`src/rtl/digit_editor_pkg.sv`:
```
// Shared types and constants for the HH:MM digit editor.
// Digit indices, per-digit limits and the auto-repeat FSM encoding.
package digit_editor_pkg;

  typedef logic [3:0] bcd_t;

  localparam int DIG_MO = 0;
  localparam int DIG_MT = 1;
  localparam int DIG_HO = 2;
  localparam int DIG_HT = 3;

  localparam bcd_t MAX_MO    = 4'd9;
  localparam bcd_t MAX_MT    = 4'd5;
  localparam bcd_t MAX_HO    = 4'd9;
  localparam bcd_t MAX_HO_24 = 4'd3;
  localparam bcd_t MAX_HT    = 4'd2;

  typedef enum logic [1:0] {
    RPT_IDLE   = 2'd0,
    RPT_DELAY  = 2'd1,
    RPT_REPEAT = 2'd2
  } rpt_state_e;

  function automatic bcd_t ho_max(bcd_t ht);
    return (ht == MAX_HT) ? MAX_HO_24 : MAX_HO;
  endfunction

  function automatic bcd_t clamp(bcd_t v, bcd_t mx);
    return (v > mx) ? mx : v;
  endfunction

  // Wrapping step within 0..mx, no carry out.
  function automatic bcd_t bump(bcd_t v, bcd_t mx, logic inc);
    if (inc)
      return (v >= mx) ? 4'd0 : v + 4'd1;
    return (v == 4'd0) ? mx : v - 4'd1;
  endfunction

endpackage

```
`src/rtl/digit_editor_btn_repeat.sv`:
```
// Button edge detect plus hold-delay / auto-repeat step generator.
// A button held through reset must be released before it steps again.
import digit_editor_pkg::*;

module btn_repeat #(
  parameter int HOLD   = 50,
  parameter int PERIOD = 10
) (
  input  logic clk,
  input  logic reset,
  input  logic btn,
  input  logic en,
  output logic step
);

  localparam int CW = $clog2(HOLD + PERIOD + 1);

  rpt_state_e    state_q, state_d;
  logic [CW-1:0] cnt_q, cnt_d;
  logic          prev_q, prev_d;
  logic          arm_q, arm_d;

  always_comb begin
    state_d = state_q;
    cnt_d   = cnt_q;
    step    = 1'b0;
    prev_d  = btn;
    arm_d   = arm_q | ~btn;
    if (!btn || !en) begin
      state_d = RPT_IDLE;
      cnt_d   = '0;
    end else begin
      unique case (state_q)
        RPT_IDLE: begin
          if (!prev_q && arm_q) begin
            step    = 1'b1;
            state_d = RPT_DELAY;
            cnt_d   = CW'(1);
          end
        end
        RPT_DELAY: begin
          if (cnt_q == CW'(HOLD)) begin
            step    = 1'b1;
            state_d = RPT_REPEAT;
            cnt_d   = CW'(1);
          end else begin
            cnt_d = cnt_q + CW'(1);
          end
        end
        RPT_REPEAT: begin
          if (cnt_q == CW'(PERIOD)) begin
            step  = 1'b1;
            cnt_d = CW'(1);
          end else begin
            cnt_d = cnt_q + CW'(1);
          end
        end
        default: begin
          state_d = RPT_IDLE;
          cnt_d   = '0;
        end
      endcase
    end
  end

  always_ff @(posedge clk) begin
    if (reset) begin
      state_q <= RPT_IDLE;
      cnt_q   <= '0;
      prev_q  <= 1'b0;
      arm_q   <= 1'b0;
    end else begin
      state_q <= state_d;
      cnt_q   <= cnt_d;
      prev_q  <= prev_d;
      arm_q   <= arm_d;
    end
  end

endmodule

```
`src/rtl/digit_editor.sv`:
```
// HH:MM BCD digit editor with up/down auto-repeat, load and commit.
// Digits wrap independently; hour ones follows the 24h limit.
import digit_editor_pkg::*;

module digit_editor #(
  parameter int HOLD_DELAY    = 50,
  parameter int REPEAT_PERIOD = 10
) (
  input  logic        clk,
  input  logic        reset,
  input  logic [7:0]  sel,
  input  logic        active,
  input  logic        up,
  input  logic        down,
  input  logic        load,
  input  logic [15:0] load_time,
  input  logic        commit,
  output logic [15:0] edit_time,
  output logic [15:0] time_out,
  output logic        time_valid,
  output logic        dirty
);

  logic [15:0] edit_q, edit_d;
  logic [15:0] tout_q, tout_d;
  logic        valid_q, valid_d;
  logic        dirty_q, dirty_d;
  logic        up_step, down_step;
  logic        btn_en, sel_ok;
  bcd_t        mo, mt, ho, ht, ht_n;

  // Pressing both buttons cancels both repeaters.
  assign btn_en = active & ~(up & down);
  assign sel_ok = (sel[7:4] == 4'd0) && $onehot(sel[3:0]);

  btn_repeat #(
    .HOLD   (HOLD_DELAY),
    .PERIOD (REPEAT_PERIOD)
  ) u_up (
    .clk   (clk),
    .reset (reset),
    .btn   (up),
    .en    (btn_en),
    .step  (up_step)
  );

  btn_repeat #(
    .HOLD   (HOLD_DELAY),
    .PERIOD (REPEAT_PERIOD)
  ) u_down (
    .clk   (clk),
    .reset (reset),
    .btn   (down),
    .en    (btn_en),
    .step  (down_step)
  );

  always_comb begin
    mo     = edit_q[3:0];
    mt     = edit_q[7:4];
    ho     = edit_q[11:8];
    ht     = edit_q[15:12];
    ht_n   = ht;
    edit_d = edit_q;
    if (load) begin
      ht_n           = clamp(load_time[15:12], MAX_HT);
      edit_d[15:12]  = ht_n;
      edit_d[11:8]   = clamp(load_time[11:8], ho_max(ht_n));
      edit_d[7:4]    = clamp(load_time[7:4], MAX_MT);
      edit_d[3:0]    = clamp(load_time[3:0], MAX_MO);
    end else if (sel_ok && (up_step || down_step)) begin
      unique case (1'b1)
        sel[DIG_MO]: edit_d[3:0]  = bump(mo, MAX_MO, up_step);
        sel[DIG_MT]: edit_d[7:4]  = bump(mt, MAX_MT, up_step);
        sel[DIG_HO]: edit_d[11:8] = bump(ho, ho_max(ht), up_step);
        sel[DIG_HT]: begin
          ht_n          = bump(ht, MAX_HT, up_step);
          edit_d[15:12] = ht_n;
          if (ht_n == MAX_HT && ho > MAX_HO_24)
            edit_d[11:8] = MAX_HO_24;
        end
        default: ;
      endcase
    end
  end

  // Commit publishes the value held before this edge's step.
  always_comb begin
    tout_d  = commit ? edit_q : tout_q;
    valid_d = commit;
    if (!load && edit_d != edit_q)
      dirty_d = 1'b1;
    else if (load || commit)
      dirty_d = 1'b0;
    else
      dirty_d = dirty_q;
  end

  always_ff @(posedge clk) begin
    if (reset) begin
      edit_q  <= 16'h0000;
      tout_q  <= 16'h0000;
      valid_q <= 1'b0;
      dirty_q <= 1'b0;
    end else begin
      edit_q  <= edit_d;
      tout_q  <= tout_d;
      valid_q <= valid_d;
      dirty_q <= dirty_d;
    end
  end

  assign edit_time  = edit_q;
  assign time_out   = tout_q;
  assign time_valid = valid_q;
  assign dirty      = dirty_q;

endmodule
```
`config.mk`:
```
export PLATFORM = sky130hd
export DESIGN_NAME = digit_editor
export DESIGN_NICKNAME = d
export VERILOG_FILES = /design/src/rtl/digit_editor_pkg.sv /design/src/rtl/digit_editor_btn_repeat.sv /design/src/rtl/digit_editor.sv
export SDC_FILE = /design/constraint.sdc
export NUM_CORES = 1
export LEC_CHECK = 0
export BUFFER_PORTS_ARGS = -buffer_cell sky130_fd_sc_hd__buf_2
export CORE_ASPECT_RATIO = 1.4
export CORE_MARGIN = 8
export CORE_UTILIZATION = 40
export DETAILED_ROUTE_END_ITERATION = 6
export PLACE_DENSITY = 0.63
export SLEW_MARGIN = 30
export SYNTH_ARGS = -nofsm -noshare
export SYNTH_HDL_FRONTEND = slang
export SYNTH_HIERARCHICAL = 1
export SYNTH_SLANG_ARGS = --single-unit
```
`constraint.sdc`:
```
create_clock -name clk -period 3.4 [get_ports clk]
set_clock_uncertainty 0.05 [all_clocks]
set_input_delay 0.34 -clock clk [delete_from_list [all_inputs] [get_ports clk]]
set_output_delay 0.34 -clock clk [all_outputs]
set_load 0.02 [all_outputs]
```
==> results of run 1 <==
## metal layers
layer | track usage | up-vias | wire (um)
met3 | 0.03920 | 34 | 548
li1 | - | 2102 | -
met2 | 0.3478 | 101 | 6922
met4 | 0.1033 | 0 | 556
met1 | 0.1899 | 2009 | 5027
met5 | 0 | - | 0
## registers in the layout, summed over array words and instances, names as in the netlist, 2 cells and up
name,flops
u_up/state_q,2
u_down/cnt_q,6
u_down/state_q,2
time_out,16
edit_time,16
u_up/cnt_q,6
## placed cells by master (no fill, tap or decap), types with 4 or more instances in the layout
cell type / count
inv_1: 28
nand2b_1: 17
nor2b_1: 6
dfxtp_1: 53
a211oi_2: 9
o21ai_0: 24
nand4_1: 8
xnor2_1: 13
a31oi_1: 11
nand3b_1: 4
a311oi_1: 5
and2_1: 4
o21bai_1: 4
nor2_1: 53
buf_2: 64
a21bo_1: 4
o22ai_1: 4
a211oi_1: 11
mux2i_1: 25
nand3_1: 21
a211o_1: 4
buf_4: 27
o21a_1: 10
nand2_1: 27
ha_1: 22
clkbuf_16: 5
a21boi_0: 5
o21ai_1: 5
a21oi_1: 37
nor3b_1: 6
o31ai_1: 5
nor3_1: 13
## per-stage QoR
step	std cells	total power, mW	utilization	hold slack [ns]
finish	741	1.613	0.4811	0.2256
global route	741	1.700	0.4811	0.2411
CTS	741	1.635	0.4793	0.2165
detailed placement	733	1.104	0.4652	0.3952
global placement	733	1.099	0.4652	0.3836
floorplan	542	0.9652	-	0.3591
## where the power goes
group / leakage, nW / total, mW / switching [mW] / internal (mW)
clock network: 0.0698 / 0.519 / 0.246 / 0.273
logic: 1.54 / 0.408 / 0.242 / 0.166
registers: 0.441 / 0.686 / 0.0324 / 0.654
total: 2.05 / 1.61 / 0.520 / 1.09
## layout make-up
type,count,area [um2],area share
clock inverter,3,21.27,0.004271
sequential,54,1082,0.2173
tap,138,172.7,0.03467
timing repair buffer,92,543.0,0.1090
clock buffer,5,125.1,0.02513
inverter,30,112.6,0.02261
multi-input combinational,419,2923,0.5869
## Yosys cell counts, types with 6 or more instances
library cell / n / area share
ha_1: 22 / 0.065
nor2_1: 53 / 0.047
nor3b_1: 6 / 0.011
a211oi_1: 12 / 0.021
inv_1: 28 / 0.025
nand4_1: 8 / 0.012
xnor2_1: 13 / 0.027
clkbuf_1: 27 / 0.024
nand2_1: 27 / 0.024
nor3_1: 13 / 0.015
nand3_1: 21 / 0.025
nand2b_1: 17 / 0.025
a21oi_1: 37 / 0.044
o21a_1: 10 / 0.018
o21ai_0: 25 / 0.029
a31oi_1: 11 / 0.016
dfxtp_1: 54 / 0.25
buf_2: 10 / 0.012
mux2i_1: 25 / 0.059
a211oi_2: 8 / 0.024
nor2b_1: 7 / 0.010
## cells by family (layout without fill, tap and decap cells)
logic type               count (synthesis)  in the layout
buffers and inverters                   69            130
XOR/XNOR                                14             14
flip-flops                              54             54
multiplexers                            26             26
AND/OR/NAND/NOR                        192            192
AO/OA/AOI/OAI                          164            164
adder cells (fa/ha/maj)                 23             23
## worst max-delay path by stage
stage	cells past startpoint	startpoint	to
floorplan	14	sel[3]	dirty
global placement	13	sel[0]	dirty
detailed placement	13	sel[0]	dirty
CTS	13	u_down/cnt_q[0]	dirty
global route	14	u_up/cnt_q[0]	dirty
finish	11	edit_time[12]	dirty
## worst register-to-register path: cells and delay by family, from the launching register on
family	cells	cell delay, ns
AO/OA/AOI/OAI	5	1.01
adder cells (fa/ha/maj)	2	0.51
buffers and inverters	1	0.13
flip-flops	1	0.31
AND/OR/NAND/NOR	3	1.11
==> key figures, run 1 <==
Layout
  – Design area: between 4000 and 5000 um2
  – Net count, final: ~660
  – Antenna diodes: 0
  – Share of cells above drive strength 1: 0.2139
  – # fillers: about 1.1k
  – Synth-to-layout area growth: 17.20%

Yosys
  – Sequential share of the synthesized area: 0.2544
  – Post-Syn Area: about 4200 um2
  – Dominant synthesized flop cell: dfxtp_1
  – Post-synth ARST share: 0
  – Post-synth EDFFs: 0
  – Mapped Cells: ~540
  – Synth unique cells: 69
  – Adder-cell share of the synthesized area: 0.06949
  – XOR/XNOR Fraction of Synth Area: 0.02886
  – Largest family of logic cells by synthesized area: compound AO/OA/AOI/OAI gates
  – Register bit count reported by yosys: 54
  – YS warnings: 6
  – Multiplexer share of the synthesized area: 0.06154
  – Post-Synth Simple-Gate Area: 0.2462
  – Compound-Gate Fraction of Synth Area: 0.2756
  – Mean Syn Cell Area: roughly 7.8 um2
  – Syn nets: around 600

Setup path
  – Reg2reg path depth: 11
  – CP required: between 3 and 4 ns
  – Crit start category: flop
  – WP buf/inv: 1
  – Critical-path top delay cell: or4_4
  – CP top delay family: simple AND/OR/NAND/NOR gates
  – WS Path Type: reg -> reg
  – Worst endpoint data arrival time: approximately 3.4 ns
  – CP Capture Type: flop
  – Critical Path Max Stage Delay: 0.56 ns
  – Cells along the critical path: inv_1 -> ha_1 -> or3b_1 -> ha_1 -> a211o_1 -> a211o_1 -> a2111oi_0 -> or4_4 -> a2111oi_4 -> nand4_1 -> o41a_1
  – Worst Path Max Fanout: 3
  – Worst r2r src: edit_time[12]
  – FF-to-FF End: dirty
  – Reg2Reg Setup Slack: about 0.18 ns

STA
  – Fmax: 310.3 MHz
  – Crit path time final: ~3.2 ns
  – Setup violators final: 0
  – Measured slew at the worst slew-check pin: about 0.79 ns
  – Setup TNS: 0 ns
  – Final Max Slew Viols: 0
  – Fin crit share: 0.9479
  – Hold violation total from the final report: 0
  – Slew HR: 0.4742
  – Final worst slack: around 0.18 ns
  – RSZ-0062 raised after global routing: false

Global routing
  – Total gr overflow: 0
  – Aggregate global-route resource usage: 0.1881
  – First-pass GRT wire length: around 21000 um
  – Largest net degree at the start of global routing: 40
  – Initial antenna violation count: 0
  – Vias in the first global route: around 4.2k

Hold path
  – Min-Delay Path Class: in -> reg
  – Hold Path Depth: 2
  – WHS Endpoint: u_down/arm_q
  – Critical hold path startpoint: down

Clock tree
  – Max clock buf depth: 2
  – Clock latency on the worst-skew pair: roughly 0.30 ns
  – PostCTS Resize Cnt: 0
  – CTS buffer count: 5
  – Clock Tree Root: clkbuf_16
  – Clock transition at the registers of the reported paths: ~0.07 ns
  – CTS tree: built
  – Count of clock tree sinks: 54
  – Hold_buf cts: 0
  – Post-CTS Repair Setup Buffers: 0
  – H-tree depth: 2

Die
  – # rows: 44
  – Die area: roughly 14000 um2
  – Die Span Y: approximately 140 um
  – # IOs: 65
  – Initial core utilization: 0.4105
  – Core ar.: around 10000 um2
  – Width of the die: 103.1 um

Power and ir drop
  – Worst VDD drop: around 200 uV
  – Pwr dens: 323.9 nW/um2
  – Leak pwr: 2.054 nW

Routing
  – DRC: 0
  – Routed Antenna Nets: 0
  – DRT Pass-1 Iters: 4
  – Iteration-0 DRC Markers: 185
  – Post-DR vias/cell: 5.730
  – Post-Route WL: around 13000 um
  – Vias: about 4.2k
  – Drt wl/cell: ~18 um

Place
  – Dpl hpwl: 10280 um
  – Placement Setup Slack: 0.06912 ns
  – Routability-driven placement congestion ratio: between 0.9 and 1
  – Port bufs: 64
  – Total placed instance area: between 4000 and 5000 um2

Run
  – Max-Cap Viols: 0

Outcome
  – Outcome: finished clean
Note: power is estimated with default switching activity, not from simulation.
==> inputs of run 2 (changes only) <==
PLACE_DENSITY = 0.61   (was 0.63)
clock period = 3.48 ns   (was 3.4 ns; I/O delays follow)
==> run 2 against run 1 <==
Net effect:
- combinational power about the same
- clock-buffer cell count increased by 1
- power is 2.5% lower
==> key figures, run 2 (same netlist as run 1, synthesis figures left out) <==
Outcome
  – Outcome: finished clean

Clock tree
  – CTS buffer count: 5 (unchanged)
  – Max clock buf depth: 2 (unchanged)
  – Count of clock tree sinks: 54 (unchanged)
  – Clock Tree Root: clkbuf_16
  – Clock transition at the registers of the reported paths: 0.07 ns (about the same)
  – Clock latency on the worst-skew pair: 0.29 ns (about the same)
  – H-tree depth: 2 (unchanged)
  – CTS tree: built
  – Hold_buf cts: 0 (unchanged)

Layout
  – Most common cell after layout, fill and taps aside: buf_2
  – Design area: 5049 um2 (+1.4%)
  – Net count, final: 661 (+0.76%)
  – Synth-to-layout area growth: 18.82%
  – Most frequent cells in the layout: buf_2, nor2_1, dfxtp_1
  – Non-Filler Instances: 746 (+0.67%)
  – Utilization after layout: 0.4878 (+0.006649)
  – Antenna diodes: 0 (unchanged)
  – Share of cells above drive strength 1: 0.2188 (+0.004820)

Setup path
  – Worst setup path start: u_up/cnt_q[0]
  – Crit start category: flop
  – Worst r2r src: u_up/cnt_q[0]
  – Critical-path top delay cell: or4_4
  – WS Path Type: reg -> reg
  – Worst Path Max Fanout: 20 (+17)
  – CP required: 3.61 ns (+0.07 ns)
  – Reg2reg path depth: 14 (+3)
  – CP Capture Type: flop
  – Cells along the critical path: inv_1 -> ha_1 -> and4bb_2 -> nand3_1 -> o21ai_1 -> o2111a_2 -> buf_12 -> clkbuf_16 -> nor3_2 -> o41ai_1 -> or4_4 -> a2111oi_4 -> nand4_1 -> o41a_1
  – Worst endpoint data arrival time: 3.44 ns (+0.07 ns)
  – Critical Path Max Stage Delay: 0.50 ns (-0.06 ns)

Routing
  – Routed Antenna Nets: 0 (unchanged)
  – Iteration-0 DRC Markers: 295 (+59%)
  – DRT Pass-1 Iters: 5 (+1)
  – DRC: 0 (unchanged)
  – Post-DR vias/cell: 5.791 (+1.1%)
  – Post-Route WL: 13230 um (+1.4%)
  – Drt wl/cell: 17.74 um (+0.68%)
  – Vias: 4320 (+1.7%)

STA
  – Setup violators final: 0 (unchanged)
  – Hold slack: 0.2367 ns (+0.01109 ns)
  – RSZ-0062 raised after global routing: false
  – Measured slew at the worst slew-check pin: 0.5299 ns (-0.2588 ns)
  – Crit path time final: 3.305 ns (+0.08236 ns)
  – Setup TNS: 0 ns (unchanged)
  – Fmax: 302.5 MHz (-2.5%)
  – Final Max Slew Viols: 0 (unchanged)
  – Fin crit share: 0.9498 (+0.001876)
  – Hold violation total from the final report: 0 (unchanged)
  – Slew HR: 0.6463 (+0.1721)
  – Final worst slack: 0.1747 ns (-0.002362 ns)

Global routing
  – Initial antenna violation count: 0 (unchanged)
  – Total gr overflow: 0 (unchanged)
  – Largest net degree at the start of global routing: 41 (+2.5%)
  – GR Util met3: 0.02513 (-0.01407)
  – Gr busiest metal: met2
  – First-pass GRT wire length: 21090 um (+0.66%)
  – Vias in the first global route: 4289 (+1.6%)
  – Met1 track demand over resource: 0.2036 (+0.01368)
  – Aggregate global-route resource usage: 0.1849 (-0.003121)
  – GR met2 Demand/Resource: 0.3435 (-0.004317)

Run
  – Max-Cap Viols: 0 (unchanged)

Place
  – Dpl hpwl: 9931 um (-3.4%)
  – Port bufs: 64 (unchanged)
  – Placed cells: 735 (+0.27%)
  – Total placed instance area: 4821 um2 (+0.13%)
  – Placement Setup Slack: 0.01212 ns (-0.05700 ns)
  – Routability-driven placement congestion ratio: 0.9537 (+4.0%)

Power and ir drop
  – Leak pwr: 2.089 nW (+1.7%)
  – Worst VDD drop: 193.0 uV (-1.6%)
  – Pwr Total: 1.573 mW (-2.5%)
  – Pwr dens: 311.6 nW/um2 (-3.8%)

Hold path
  – Hold Path Depth: 2 (unchanged)
  – Critical hold path startpoint: down
  – Min-Delay Path Class: in -> reg

Die
  – Width of the die: 103.1 um (unchanged)
  – # IOs: 65 (unchanged)
  – Die area: 14220 um2 (unchanged)
  – # rows: 44 (unchanged)
  – Initial core utilization: 0.4105 (unchanged)
  – Die Span Y: 138.0 um (unchanged)
  – Core ar.: 10350 um2 (unchanged)
run 2: path summary, 6_finish.rpt:
path,endpoint,slack [ns]
hold reg to reg,u_down/arm_q,0.41
setup / recovery,dirty,0.17
setup reg to reg,dirty,0.17
hold / removal,u_down/arm_q,0.24
run 2: critical path: cells and delay by family (launching register included):
family / cells / cell delay, ns
AOI/OAI and AO/OA: 5 / 1.02
adders and majority gates: 1 / 0.19
buffers and inverters: 3 / 0.35
DFF: 1 / 0.33
and+or+nand+nor: 5 / 1.24
run 2: timing repair:
| action | in CTS | in global routing |
|---|---|---|
| endpoints found under the setup margin | 0 | 1 |
| gates resized for setup | 0 | 9 |
| buffers inserted | 0 | 2 |
| hold endpoints to repair | 0 | 0 |
run 2: area by class of cell:
class | count | area (um2)
Fill cell | 1072 | 5301
Timing Repair Buffer | 97 | 610.6
Clock buffer | 6 | 128.9
Sequential cell | 54 | 1082
Multi-Input combinational cell | 419 | 2928
Tap cell | 138 | 172.7
Clock inverter | 2 | 13.76
Inverter | 30 | 112.6
run 2: report_power, final:
group	switching [mW]	internal, mW
logic	0.244	0.166
registers	0.0275	0.639
clock network	0.229	0.268
run 2: per-layer routing:
metal,vias up,part of all wire
met2,130,0.52
li1,2099,-
met3,23,0.044
met1,2068,0.41
met4,0,0.026
met5,-,0
